**config.mk**
```make
export PLATFORM = sky130hd
export DESIGN_NAME = parity_arbiter_flat
export DESIGN_NICKNAME = d
export VERILOG_FILES = /design/src/rtl/parity_pkg.sv /design/src/rtl/parity_arbiter_if.sv /design/src/rtl/parity_generator.sv /design/src/rtl/parity_arbiter.sv /design/src/flat_wrapper.sv
export SDC_FILE = /design/constraint.sdc
export NUM_CORES = 1
export LEC_CHECK = 0
export ABC_CLOCK_PERIOD_IN_PS = 2330
export BUFFER_PORTS_ARGS = -buffer_cell sky130_fd_sc_hd__buf_2
export CAP_MARGIN = 15
export CORE_MARGIN = 5
export CORE_UTILIZATION = 42
export CTS_BUF_LIST = sky130_fd_sc_hd__clkbuf_16
export CTS_CLUSTER_SIZE = 12
export DETAILED_ROUTE_END_ITERATION = 7
export PLACE_DENSITY = 0.76
export SLEW_MARGIN = 20
export SYNTH_ARGS = -nofsm -noshare
export SYNTH_HDL_FRONTEND = slang
export SYNTH_HIERARCHICAL = 1
export SYNTH_SLANG_ARGS = --single-unit
```
**constraint.sdc**
```tcl
create_clock -name clk -period 2.33 [get_ports clk]
set_input_delay 0.699 -clock clk [delete_from_list [all_inputs] [get_ports clk]]
set_output_delay 0.699 -clock clk [all_outputs]
set_load 0.01 [all_outputs]
```
**src/rtl/parity_pkg.sv**
```systemverilog
// Shared types and constants for the parity arbiter slice.
package parity_pkg;

    localparam int DATA_W_DEFAULT = 16;

    typedef enum logic {
        EMPTY = 1'b0,
        FULL  = 1'b1
    } out_state_t;

    localparam logic PAR_EVEN = 1'b0;
    localparam logic PAR_ODD  = 1'b1;

endpackage

```
**src/rtl/parity_arbiter_if.sv**
```systemverilog
// Requester / output handshake bundle for parity_arbiter.
interface parity_arbiter_if
    import parity_pkg::*;
#(
    parameter int DATA_W = DATA_W_DEFAULT
);

    logic              req0_valid;
    logic [DATA_W-1:0] req0_data;
    logic              req0_ready;
    logic              req1_valid;
    logic [DATA_W-1:0] req1_data;
    logic              req1_ready;
    logic              odd_sel;
    logic              out_valid;
    logic              out_ready;
    logic [DATA_W-1:0] out_data;
    logic              out_par;
    logic              out_src;

    modport master (
        output req0_valid, req0_data,
        output req1_valid, req1_data,
        output odd_sel, out_ready,
        input  req0_ready, req1_ready,
        input  out_valid, out_data, out_par, out_src
    );

    modport slave (
        input  req0_valid, req0_data,
        input  req1_valid, req1_data,
        input  odd_sel, out_ready,
        output req0_ready, req1_ready,
        output out_valid, out_data, out_par, out_src
    );

endinterface

```
**src/rtl/parity_generator.sv**
```systemverilog
// XOR reduction shared by both requesters.
module parity_generator #(
    parameter int DATA_W = 16
) (
    input  logic [DATA_W-1:0] data,
    output logic              par
);

    assign par = ^data;

endmodule

```
**src/rtl/parity_arbiter.sv**
```systemverilog
// Round-robin two-requester parity stage; grant counters under
// PARITY_ARBITER_GRANT_CNT_EN.
module parity_arbiter
    import parity_pkg::*;
#(
    parameter int DATA_W = DATA_W_DEFAULT
) (
    input  logic             clk,
    input  logic             rst,
    parity_arbiter_if.slave  bus
`ifdef PARITY_ARBITER_GRANT_CNT_EN
    ,
    output logic [7:0]       cnt0,
    output logic [7:0]       cnt1
`endif
);

    out_state_t        state;
    logic              last_grant;
    logic              win0;
    logic              win1;
    logic              can_accept;
    logic              acc0;
    logic              acc1;
    logic              par;
    logic [DATA_W-1:0] gnt_data;

    always_comb begin
        win0 = bus.req0_valid & (~bus.req1_valid | last_grant);
        win1 = bus.req1_valid & (~bus.req0_valid | ~last_grant);
        can_accept = (state == EMPTY)
                   | (bus.out_ready & bus.out_valid);
        // Ready is forced low during reset so nothing is half-taken.
        bus.req0_ready = win0 & can_accept & ~rst;
        bus.req1_ready = win1 & can_accept & ~rst;
        acc0 = bus.req0_ready & bus.req0_valid;
        acc1 = bus.req1_ready & bus.req1_valid;
        gnt_data = win1 ? bus.req1_data : bus.req0_data;
    end

    parity_generator #(
        .DATA_W(DATA_W)
    ) u_par (
        .data(gnt_data),
        .par (par)
    );

    always_ff @(posedge clk) begin
        if (rst) begin
            state         <= EMPTY;
            bus.out_valid <= 1'b0;
            bus.out_data  <= '0;
            bus.out_par   <= 1'b0;
            bus.out_src   <= 1'b0;
            last_grant    <= 1'b1;
        end else if (acc0 | acc1) begin
            state         <= FULL;
            bus.out_valid <= 1'b1;
            bus.out_data  <= gnt_data;
            bus.out_par   <= par ^ bus.odd_sel;
            bus.out_src   <= acc1;
            last_grant    <= acc1;
        end else if (bus.out_ready && state == FULL) begin
            state         <= EMPTY;
            bus.out_valid <= 1'b0;
        end
    end

`ifdef PARITY_ARBITER_GRANT_CNT_EN
    always_ff @(posedge clk) begin
        if (rst) begin
            cnt0 <= '0;
            cnt1 <= '0;
        end else begin
            if (acc0 && cnt0 != 8'hFF)
                cnt0 <= cnt0 + 8'd1;
            if (acc1 && cnt1 != 8'hFF)
                cnt1 <= cnt1 + 8'd1;
        end
    end
`endif

endmodule
```
**src/flat_wrapper.sv**
```systemverilog
// flat-port wrapper written by rule: the top's interface ports become plain ports
module parity_arbiter_flat import parity_pkg::*;
#(
    parameter int DATA_W = DATA_W_DEFAULT
)
  (clk, rst, bus_req0_valid, bus_req0_data, bus_req1_valid, bus_req1_data, bus_odd_sel, bus_out_ready, bus_req0_ready, bus_req1_ready, bus_out_valid, bus_out_data, bus_out_par, bus_out_src);
  parity_arbiter_if #(.DATA_W(DATA_W)) bus_i ();
  input  logic clk;
  input  logic rst;
  input wire logic [$bits(bus_i.req0_valid)-1:0] bus_req0_valid;
  input wire logic [$bits(bus_i.req0_data)-1:0] bus_req0_data;
  input wire logic [$bits(bus_i.req1_valid)-1:0] bus_req1_valid;
  input wire logic [$bits(bus_i.req1_data)-1:0] bus_req1_data;
  input wire logic [$bits(bus_i.odd_sel)-1:0] bus_odd_sel;
  input wire logic [$bits(bus_i.out_ready)-1:0] bus_out_ready;
  output wire logic [$bits(bus_i.req0_ready)-1:0] bus_req0_ready;
  output wire logic [$bits(bus_i.req1_ready)-1:0] bus_req1_ready;
  output wire logic [$bits(bus_i.out_valid)-1:0] bus_out_valid;
  output wire logic [$bits(bus_i.out_data)-1:0] bus_out_data;
  output wire logic [$bits(bus_i.out_par)-1:0] bus_out_par;
  output wire logic [$bits(bus_i.out_src)-1:0] bus_out_src;
  assign bus_i.req0_valid = bus_req0_valid;
  assign bus_i.req0_data = bus_req0_data;
  assign bus_i.req1_valid = bus_req1_valid;
  assign bus_i.req1_data = bus_req1_data;
  assign bus_i.odd_sel = bus_odd_sel;
  assign bus_i.out_ready = bus_out_ready;
  assign bus_req0_ready = bus_i.req0_ready;
  assign bus_req1_ready = bus_i.req1_ready;
  assign bus_out_valid = bus_i.out_valid;
  assign bus_out_data = bus_i.out_data;
  assign bus_out_par = bus_i.out_par;
  assign bus_out_src = bus_i.out_src;
  parity_arbiter #(.DATA_W(DATA_W)) u_core (.clk(clk), .rst(rst), .bus(bus_i));
endmodule
```
Word-level counts from Yosys, hierarchy flattened
Index checks and enable logic that the tools add are counted.
{"block": "word_totals", "ff_bits": 20, "in_bits": 38, "out_inout_bits": 21, "word_cells": 30}
{"block": "classes", "mux": 3, "bitwise": 19, "reduce_logical": 3}
{"op": "16-bit 2-to-1 mux", "n": 1}
{"op": "16-bit parity", "n": 1}
{"op": "1-bit bitwise AND", "n": 9}
{"op": "1-bit NOT", "n": 5}
{"op": "1-bit OR", "n": 4}
{"op": "1-bit 2-to-1 mux", "n": 2}
{"op": "2-bit nonzero test", "n": 1}
{"op": "1-bit logical AND", "n": 1}
{"op": "1-bit bitwise XOR", "n": 1}

Logic depth before layout (Yosys ltp)
{"block": "depth", "depth_word": 8, "depth_mapped": 11, "ltp_nobuf": 9}

By module
Netlist, hierarchy kept.
{"mod": "parity_arbiter", "n_inst": 1, "cells_each": 168, "area_each_um2": 1157.4, "seq_area_each_um2": 400.4}
{"mod": "parity_generator", "n_inst": 1, "cells_each": 15, "area_each_um2": 131.4, "seq_area_each_um2": 0.0}

Worst setup path before layout
OpenSTA, ideal clock, no wires.
{"block": "synth_path", "kind": "input to register", "startpoint": "input bus_req1_valid", "endpoint": "register u_core.bus.out_par", "setup_ns": 0.091, "arrival_time_ns": 2.305, "required_time_ns": 2.239, "slack_ns": -0.066, "path_stages": 11, "n_path_buf": 2, "path_cell_list": "a21bo_2 -> buf_2 -> buf_2 -> nand2_1 -> nand2_1 -> xor2_1 -> xnor2_1 -> xnor2_1 -> xnor2_1 -> xnor2_1 -> a311oi_1"}
{"block": "synth_via", "elab_cells_between_ends": 14, "cone_classes": "mux: 1; bitwise: 12; reduce/logical: 1"}
{"element": "start: declaration", "line": "flat_wrapper.sv:12", "source": "input wire logic [$bits(bus_i.req1_valid)-1:0] bus_req1_valid;"}
{"element": "1-bit bitwise AND", "line": "parity_arbiter.sv:30", "source": "win1 = bus.req1_valid & (~bus.req0_valid | ~last_grant);"}
{"element": "16-bit 2-to-1 mux", "line": "parity_arbiter.sv:38", "source": "gnt_data = win1 ? bus.req1_data : bus.req0_data;"}
{"element": "via u_core.gnt_data[8]", "line": "parity_arbiter.sv:26", "source": "logic [DATA_W-1:0] gnt_data;"}
{"element": "16-bit parity", "line": "parity_generator.sv:9", "source": "assign par = ^data;"}
{"element": "via u_core.par", "line": "parity_arbiter.sv:25", "source": "logic par;"}
{"element": "1-bit bitwise XOR", "line": "parity_arbiter.sv:60", "source": "bus.out_par <= par ^ bus.odd_sel;"}
{"element": "end signal: assignment", "line": "parity_arbiter.sv:60"}
{"element": "end: declaration", "line": "parity_arbiter_if.sv:34", "source": "output out_valid, out_data, out_par, out_src"}
The timed path passes the listed nets, and every way through them passes these cells.
A chain may end at the register's enable or synchronous reset.

Worst setup path after layout
Ends and elaborated chain as after synthesis.

==> impl_metrics.py <==
metrics = {
    "detailed_routing": {
        "drc": 0,
        "drt_iter0_markers": 129,
        "vias": 1615,
        "drtPass1Iterations": 4,
        "routed_via_density": 5.87,
        "wl_per_cell_um": 16.2,
        "drt_wl_total_mm": 4.45,
        "drtAntennaViolNets": 0,
    },
    "placement": {
        "numPortBuffers": 58,
        "gp_congestion": 0.856,
        "placed_area_um2": 1610,
        "dp_cells": 269,
        "dp_hpwl_mm": 2.74,
    },
    "power_and_ir_drop": {
        "intPower_uw": 839,
        "seqPwrFrac_pct": 32.9,
        "p_per_area_nw_per_um2": 662,
        "vdd_drop_max_mv": 0.516,
        "p_comb_share_pct": 39.0,
        "leakagePower_nw": 0.874,
        "p_clk_share_pct": 28.1,
        "p_sw_uw": 394,
        "switching_share_pct": 31.9,
    },
    "clock_network": {
        "clkTransAtPathRegs_ns": 0.05,
        "cts_sinks": 20,
        "worst_skew_pair.late_latency_ns": 0.25,
        "cts_buffers": 3,
        "h-tree-depth": 1,
        "clockRootBuffer": "clkbuf_16",
        "clock_path_buffers": 2,
        "cts_tree": "built",
        "cts_hold_buffers": 0,
    },
    "synthesis": {
        "ys_top_cells_by_area": "dfxtp_1, nor4_1, nand2_1",
        "yosysUniqueCellTypes": 22,
        "yosysWarnings": 6,
        "yosys.area.top_type": "dfxtp_1",
        "syn_nets": 221,
        "synth.avg_cell_area_um2": 7.04,
        "ys_ff_latch": 20,
        "synth_top_area_share_pct": 31.1,
        "synth_area_um2": 1290,
        "syn_inst": 183,
        "yosysSeqAreaShare_pct": 31.1,
    },
    "setup_path": {
        "crit_fanout": 5,
        "critPathMaxStageDelay_ns": 0.23,
        "arrival_ns": 2.43,
        "endpoint_kind": "register",
        "worst_setup_path_start_kind": "input pin",
        "slowest_stage": "a21boi_4",
        "crit_type": "in2reg",
        "crit_chain": "buf_6, buf_6, a21boi_4, buf_6, nand2_4, nand2_2, xor2_4, xnor2_2, xnor2_1, xnor2_1, xnor2_1, a311oi_1",
        "worstPathRequired_ns": 2.48,
    },
    "run_status": {
        "status": "completed",
    },
    "grt": {
        "grt_max_degree": 35,
        "grt-ovfl-total": 0,
        "grt_pass1_vias": 1403,
        "grt_pass1_wl_mm": 6.49,
        "antenna_found_initial": 0,
        "grt_usage_pct": 19.1,
    },
    "layout": {
        "syn_to_final_growth_pct": 44.5,
        "stdcell_count": 275,
        "design_area_um2": 1860,
        "nets": 282,
        "antennaDiodeCount": 0,
        "final_common_cell": "buf_2",
        "final_cell_mix": "buf_2, nand2_1, nor4_1, dfxtp_1, a21oi_1",
        "final_core_util_pct": 62.0,
        "drive_above_1_share_pct": 40.5,
    },
    "die": {
        "die_w_um": 65.4,
        "row_count": 20,
        "fp.dieH_um": 65.4,
        "core_um2": 3000,
        "start_util_pct": 42.9,
        "die_area_um2": 4280,
        "io_pins": 59,
    },
    "timing": {
        "period_minus_slack_ns": 2.28,
        "max_slew_margin_pct": 53.3,
        "hold_viol": 0,
        "tightest_slew_ns": 0.701,
        "fin_skew_ns": 0.00264,
        "fmax_mhz": 438,
        "finalSetupViolCount": 0,
        "period_share_pct": 97.9,
        "slew_violations": 0,
    },
    "worst_hold_path": {
        "hold_class": "reg2reg",
    },
    "run": {
        "drv_cap": 0,
    },
}
==> area by class of cell <==
| type | count | area [µm²] |
|---|---|---|
| inverters | 1 | 3.75 |
| fillers | 273 | 1140 |
| clock buffers | 3 | 75.1 |
| well taps | 33 | 41.3 |
| multi-input cells | 146 | 925 |
| flip-flops and latches | 20 | 400 |
| repair buffers | 72 | 417 |
==> path summary, 6_finish.rpt <==
check	start	to	slack, ns	depth (start not counted)
hold / removal	u_core/bus.out_src$_SDFFE_PP0P_	u_core/bus.out_src$_SDFFE_PP0P_	0.48	2
setup / recovery	bus_req1_valid	u_core/bus.out_par$_SDFFE_PP0P_	0.05	12
hold reg to reg	u_core/bus.out_src$_SDFFE_PP0P_	u_core/bus.out_src$_SDFFE_PP0P_	0.48	2
setup reg to reg	u_core/last_grant$_SDFFE_PP1P_	u_core/bus.out_par$_SDFFE_PP0P_	0.23	9
==> per-layer routing <==
metal | vias to the layer above | share of wire (%) | track usage (%)
li1 | 769 | - | -
met5 | - | 0 | 0
met3 | 6 | 11 | 4.96
met4 | 0 | 0.72 | 4.66
met1 | 744 | 40 | 25.7
met2 | 96 | 48 | 30.2
==> cell families after synthesis <==
kind of cell	share of synthesized area, %
AOI/OAI and AO/OA	10.5
xor gates and xnor gates	10.9
buffers and inverters	8.06
DFF	31.1
and+or+nand+nor	39.5
==> cells in the mapped netlist <==
cell type	n
nand2_1	50
o21ai_0	1
a21bo_2	1
buf_8	1
buf_4	1
dfxtp_1	20
a311oi_1	1
or2_1	1
xnor2_1	15
a221o_1	1
clkbuf_1	3
clkinv_1	1
nor2b_1	2
nor4_1	32
a21oi_1	18
nor2_1	3
xor2_1	1
a21boi_2	1
nor3_1	17
buf_6	1
nand2b_1	1
buf_2	11
==> power groups by stage <==
| stage | registers [mW] | logic [mW] | clock network [mW] |
|---|---|---|---|
| floorplan | 0.427 | 0.269 | 0 |
| global placement | 0.408 | 0.399 | 0 |
| detailed placement | 0.409 | 0.404 | 0 |
| CTS | 0.403 | 0.416 | 0.354 |
| global route | 0.410 | 0.524 | 0.377 |
| finish | 0.405 | 0.481 | 0.347 |
==> sequential cells by signal (all words and copies together) (netlist names) <==
signal               flops
u_core/bus.out_data     16
u_core/bus.out_par       1
u_core/bus.out_src       1
u_core/last_grant        1
u_core/state             1
==> stage by stage <==
stage / worst slack (ns) / hold WS [ns] / TNS [ns] / power, mW
floorplan: 0.00427 / 0.499 / 0 / 0.696
global placement: -0.168 / 0.460 / -0.168 / 0.807
detailed placement: -0.220 / 0.466 / -0.220 / 0.813
CTS: 0.0267 / 0.477 / 0 / 1.17
global route: -0.0699 / 0.538 / -0.0699 / 1.31
finish: 0.0491 / 0.484 / 0 / 1.23
==> what timing repair did <==
action	in CTS	in global routing
pin swaps	0	17
setup endpoints to repair	1	1
setup buffers	0	1
cloned	0	2
resized for setup	1	31
==> critical path, delay by kind of cell <==
family	cells	cell delay (ns)
AO/OA/AOI/OAI	2	0.46
AND/OR/NAND/NOR	2	0.16
buffers and inverters	3	0.33
XOR/XNOR	5	0.77
(Power assumes the default switching activity.)
